==> src/rtl/avalon_st_fifo_rl.sv <==
// Packet-aware Avalon-ST FIFO with a configurable ready latency on sink and source.
// Stores {sop, eop, empty, data} per beat; reports fill level, thresholds and a sticky overflow flag.
module avalon_st_fifo_rl #(
    parameter int DATABITS_PER_SYMBOL = 8,
    parameter int SYMBOLS_PER_BEAT    = 4,
    parameter int EMPTY_W             = 2,
    parameter int DEPTH_LOG2          = 4,
    parameter int READY_LATENCY       = 2,
    parameter int ALMOST_FULL         = 12,
    parameter int ALMOST_EMPTY        = 2
) (
    input  logic                                          clk_i,
    input  logic                                          rst_i,
    input  logic                                          flush_i,
    input  logic [DATABITS_PER_SYMBOL*SYMBOLS_PER_BEAT-1:0] snk_data_i,
    input  logic                                          snk_valid_i,
    input  logic                                          snk_sop_i,
    input  logic                                          snk_eop_i,
    input  logic [EMPTY_W-1:0]                            snk_empty_i,
    output logic                                          snk_ready_o,
    output logic [DATABITS_PER_SYMBOL*SYMBOLS_PER_BEAT-1:0] src_data_o,
    output logic                                          src_valid_o,
    output logic                                          src_sop_o,
    output logic                                          src_eop_o,
    output logic [EMPTY_W-1:0]                            src_empty_o,
    input  logic                                          src_ready_i,
    output logic [DEPTH_LOG2:0]                           usedw_o,
    output logic                                          almost_full_o,
    output logic                                          almost_empty_o,
    output logic                                          overflow_o
);

    localparam int DATA_W = DATABITS_PER_SYMBOL * SYMBOLS_PER_BEAT;
    localparam int DEPTH  = 1 << DEPTH_LOG2;
    localparam int PW     = DEPTH_LOG2 + 1;
    localparam int WORD_W = DATA_W + EMPTY_W + 2;
    localparam int SRW    = (READY_LATENCY == 0) ? 1 : READY_LATENCY;

    logic [WORD_W-1:0] mem_q [DEPTH];
    logic [WORD_W-1:0] mem_d [DEPTH];
    logic [PW-1:0]     wr_ptr_q, wr_ptr_d;
    logic [PW-1:0]     rd_ptr_q, rd_ptr_d;
    logic              snk_ready_q, snk_ready_d;
    logic [SRW-1:0]    snk_sr_q, snk_sr_d;
    logic [SRW-1:0]    src_sr_q, src_sr_d;
    logic              overflow_q, overflow_d;

    logic              snk_grant;
    logic              src_grant;
    logic              fifo_empty;
    logic              wr_en;
    logic              rd_en;
    logic              src_valid;
    logic [PW-1:0]     usedw_next;
    logic [PW:0]       committed;

    // Handshake: a sink beat transfers when snk_valid_i is high in a cycle whose grant is
    // snk_ready_o from READY_LATENCY cycles earlier; a source beat transfers in every cycle
    // src_valid_o is high (RL>0), or when src_valid_o && src_ready_i (RL=0).
    always_comb begin
        snk_grant  = (READY_LATENCY == 0) ? snk_ready_q : snk_sr_q[SRW-1];
        src_grant  = (READY_LATENCY == 0) ? src_ready_i : src_sr_q[SRW-1];
        fifo_empty = (wr_ptr_q == rd_ptr_q);
        if (READY_LATENCY == 0) begin
            src_valid = !fifo_empty && !flush_i;
            rd_en     = src_valid && src_ready_i;
        end else begin
            src_valid = src_grant && !fifo_empty && !flush_i;
            rd_en     = src_valid;
        end
        wr_en = snk_valid_i && snk_grant && !flush_i;

        wr_ptr_d = wr_ptr_q + PW'(wr_en);
        rd_ptr_d = rd_ptr_q + PW'(rd_en);
        mem_d    = mem_q;
        if (wr_en) begin
            mem_d[wr_ptr_q[DEPTH_LOG2-1:0]] = {snk_sop_i, snk_eop_i, snk_empty_i, snk_data_i};
        end

        if (READY_LATENCY == 0) begin
            snk_sr_d = '0;
            src_sr_d = '0;
        end else begin
            snk_sr_d = (snk_sr_q << 1) | SRW'(snk_ready_q);
            src_sr_d = (src_sr_q << 1) | SRW'(src_ready_i);
        end

        // Reserve a slot for every grant still travelling through the delay line.
        usedw_next = wr_ptr_d - rd_ptr_d;
        committed  = {1'b0, usedw_next};
        for (int i = 0; i < READY_LATENCY; i++) begin
            committed = committed + {{PW{1'b0}}, snk_sr_d[i]};
        end
        snk_ready_d = (committed < (PW+1)'(DEPTH));
        overflow_d  = overflow_q || (snk_valid_i && !snk_grant);

        if (flush_i) begin
            wr_ptr_d    = '0;
            rd_ptr_d    = '0;
            snk_sr_d    = '0;
            src_sr_d    = '0;
            snk_ready_d = 1'b0;
            overflow_d  = 1'b0;
        end
    end

    always_ff @(posedge clk_i or negedge rst_i) begin
        if (!rst_i) begin
            wr_ptr_q    <= '0;
            rd_ptr_q    <= '0;
            snk_ready_q <= 1'b0;
            snk_sr_q    <= '0;
            src_sr_q    <= '0;
            overflow_q  <= 1'b0;
            for (int i = 0; i < DEPTH; i++) begin
                mem_q[i] <= '0;
            end
        end else begin
            wr_ptr_q    <= wr_ptr_d;
            rd_ptr_q    <= rd_ptr_d;
            snk_ready_q <= snk_ready_d;
            snk_sr_q    <= snk_sr_d;
            src_sr_q    <= src_sr_d;
            overflow_q  <= overflow_d;
            mem_q       <= mem_d;
        end
    end

    assign snk_ready_o = snk_ready_q && !flush_i;
    assign src_valid_o = src_valid;
    assign {src_sop_o, src_eop_o, src_empty_o, src_data_o} = mem_q[rd_ptr_q[DEPTH_LOG2-1:0]];
    assign usedw_o        = wr_ptr_q - rd_ptr_q;
    assign almost_full_o  = (usedw_o >= PW'(ALMOST_FULL));
    assign almost_empty_o = (usedw_o <= PW'(ALMOST_EMPTY));
    assign overflow_o     = overflow_q;

endmodule

==> config.mk <==
export PLATFORM = sky130hd
export DESIGN_NAME = avalon_st_fifo_rl
export DESIGN_NICKNAME = d
export VERILOG_FILES = /design/src/rtl/avalon_st_fifo_rl.sv
export SDC_FILE = /design/constraint.sdc
export NUM_CORES = 1
export LEC_CHECK = 0
export CAP_MARGIN = 10
export CORE_MARGIN = 2
export CORE_UTILIZATION = 42
export CTS_BUF_LIST = sky130_fd_sc_hd__clkbuf_8
export CTS_CLUSTER_DIAMETER = 30
export DETAILED_ROUTE_END_ITERATION = 12
export MAX_ROUTING_LAYER = met4
export PLACE_DENSITY = 0.57
export SLEW_MARGIN = 20
export SYNTH_ARGS = -nofsm -noshare
export SYNTH_HDL_FRONTEND = slang
export SYNTH_SLANG_ARGS = --single-unit
==> constraint.sdc <==
create_clock -name clk_i -period 3.6 [get_ports clk_i]
set_clock_uncertainty 0.2 [all_clocks]
set_input_delay 0.54 -clock clk_i [delete_from_list [all_inputs] [get_ports clk_i]]
set_output_delay 0.54 -clock clk_i [all_outputs]
set_load 0.02 [all_outputs]
==> metrics.yaml <==
run_status:
  outcome: "finished, violations left"
  violations: "setup timing"
drt:
  routed_wl_um: 68300
  routedWlPerCell_um: 24.7
  via_per_inst: 5.50
  remaining_drc_errors: 0
  vias: 15200
  drt-initial-drc-count: 810
  antenna_left: 0
  first_pass_iters: 5
pwr:
  p_int_w: 0.0127
  power-per-cell-area_mw_per_mm2: 501
  finalPower_w: 0.0166
  p_comb_share_pct: 6.4
  power_frac_seq_pct: 41.2
  p_clk_share_pct: 52.3
  sw_frac_of_total_pct: 23.6
  ir_worst_vdd_mv: 0.318
  p_leak_nw: 15.8
  switchingPower_w: 0.00391
synthesis:
  synth-seq-cells: 592
  synth_edf_count: 0
  synth.net_count: 1645
  yosysUniqueCellTypes: 36
  ys_warn_count: 0
  synth_area_per_cell_um2: 16.9
  ys_async_sr_fraction_pct: 100
  ys_seq_area_share_pct: 55.3
  synth_top_cell_by_area: "dfrtp_1"
  netlist_top_cells_area: "dfrtp_1 (55%), mux2_2 (24%), mux4_2 (15%), clkbuf_1 (1.0%), mux2_1 (0.71%)"
  syn_area_mm2: 0.0268
  synth_common_cells: "dfrtp_1 (592), mux2_2 (559), mux4_2 (180)"
  synthCells: 1589
  synth-main-ff-cell: "dfrtp_1"
  yosysMostFrequentCell: "dfrtp_1"
  netlist.area_leader.share_pct: 55.3
flow_run:
  maxCapViolCount: 0
worst_setup_path:
  crit_arrival_ps: 2960
  critPathRequiredTime_ps: 2860
  crit_buf_inv: 6
  startpoint_type: "register"
  crit_family: "multiplexers"
  endpoint_kind: "primary output"
  r2r-start: "rd_ptr_q[0]"
  setup.worst_path.start: "rd_ptr_q[0]"
  path_cells: "buf_4 > buf_6 > buf_12 > buf_12 > buf_16 > mux4_2 > mux4_2 > buf_6"
  worstPathMaxFanout: 4
  path_class: "register to primary output"
  critical_path_depth: 8
  max_stage_delay_ps: 500
  rrSetupSlack_ps: 290
  cpMaxStageDelayCell: "mux4_2"
  reg2reg_depth: 14
  crit_end: "src_empty_o[0]"
  timing.rr.end: "snk_ready_q"
timing:
  setup-tns-final_ps: -1750
  rsz0062_at_grt: "yes"
  relSlewSlack_pct: 35.0
  worst_pin_slew_ps: 974
  fin_crit_ps: 3700
  fin_ws_ps: -95.6
  max_freq_mhz: 271
  slew_violations: 0
  setup-violations-final: 32
  hold_viol_final: 0
  finalCritPeriodShare_pct: 103
finish:
  multi_input_area_mm2: 0.0114
  utilization_pct: 52.5
  final_area_mm2: 0.0331
  register_area_mm2: 0.0148
  fin_nets: 1857
  fill_cells: 5308
  area_growth_pct: 23.6
  fin_cells: 2764
  drive_gt1_share_pct: 59.9
clock_network:
  cts.sinks: 592
  htree_num_levels: 4
  cts-root-buf: "clkbuf_8"
  clock_path_buffers: 3
  cts_tree: "built"
  worstSkewPairLatency_ps: 780
  cts_buffers: 144
  clk_pin_slew_worst_paths_ps: 50
global_route:
  antenna_found_initial: 3
  grt_max_degree: 81
  grt_pass1_vias: 16890
  grt_pass1_wl_um: 105000
  grt-ovfl-total: 0
  gr-usage-all-layers_pct: 22.1
floorplan:
  ios: 87
  rows: 92
  coreArea_mm2: 0.0631
  die_h_um: 257
  initial_utilization_pct: 42.5
  die_x_um: 257
  die-area_mm2: 0.0658
min_path:
  whs_path_depth: 2
  min_path_type: "input pin to register"
placement:
  gp_congestion: 0.745
  dp_cells: 2455
  placed_area_mm2: 0.0290
  port_buffers: 86
  hpwl_um: 35600
power by group through the flow:
stage	Clock (W)	Combinational, W	Sequential (W)
6_report	0.00867	0.00107	0.00683
5_1_grt	0.00927	0.00115	0.00684
4_1_cts	0.00890	0.00107	0.00683
3_5_place_dp	0	0.00106	0.00694
3_3_place_gp	0	0.00105	0.00694
2_1_floorplan	0	0.000520	0.00692
cell type report:
class	count	share of cell area, %
tap	846	3.20
clock buffer	179	7.45
inverter	13	0.151
antenna	4	0.0303
sequential	592	44.8
multi-input combinational	854	34.4
timing repair buffer	196	7.70
clock inverter	80	2.29
registers in the layout, indices dropped and copies added, names as in the netlist:
register,cells
overflow_o,1
snk_sr_q,2
snk_ready_q,1
rd_ptr_q,5
wr_ptr_q,5
src_sr_q,2
mem_q,576
cell families after synthesis:
| group | count (synthesis) | synth area share [%] |
|---|---|---|
| fa+ha+maj | 15 | 0.757 |
| flops | 592 | 55.3 |
| mux | 756 | 39.4 |
| xor+xnor | 16 | 0.575 |
| simple gates | 54 | 1.21 |
| buf+inv | 143 | 2.48 |
| compound gates | 13 | 0.294 |
per-layer routing:
| layer | GRT usage, % | vias to the layer above | wire (um) |
|---|---|---|---|
| met5 | - | - | 0 |
| met4 | 7.40 | 0 | 1500 |
| met3 | 4.85 | 119 | 3070 |
| met2 | 34.8 | 307 | 33500 |
| met1 | 28.6 | 8325 | 30200 |
| li1 | - | 6449 | - |
how the worst min path moves through the flow:
stage | start | endpoint | slack (ps)
final | src_ready_i | src_sr_q[0] | 140
after global routing | src_ready_i | src_sr_q[0] | 110
after CTS | src_ready_i | src_sr_q[0] | 70
after detailed placement | src_sr_q[0] | src_sr_q[1] | 260
after global placement | src_sr_q[0] | src_sr_q[1] | 260
after floorplan | rst_i | mem_q[0] | 40
repair_timing:
| action | CTS | global route |
|---|---|---|
| endpoints found under the setup margin | 41 | 41 |
| gates cloned | 12 | 2 |
| hold buffers | 1 | 0 |
| hold endpoints to repair | 66 | 0 |
| pin swaps | 2 | 4 |
| setup buffers | 29 | 5 |
| gates resized for setup | 245 | 20 |
through the flow:
step                      setup WS (ps)  hold slack, ps
after global routing               -194             112
after CTS                          -177            70.3
after floorplan                    59.6            44.4
final                             -95.6             141
after detailed placement            239             258
after global placement              289             259
layout by cell type, fill, tap and decap left out, types with 22 or more instances in the layout:
cell             instances
dfrtp_1                589
mux2_2                 559
mux4_2                 180
clkbuf_8               179
buf_4                   51
clkdlybuf4s50_1         43
inv_1                   39
buf_6                   35
buf_12                  30
clkinv_2                22
Note: power is estimated with default switching activity, not from simulation.
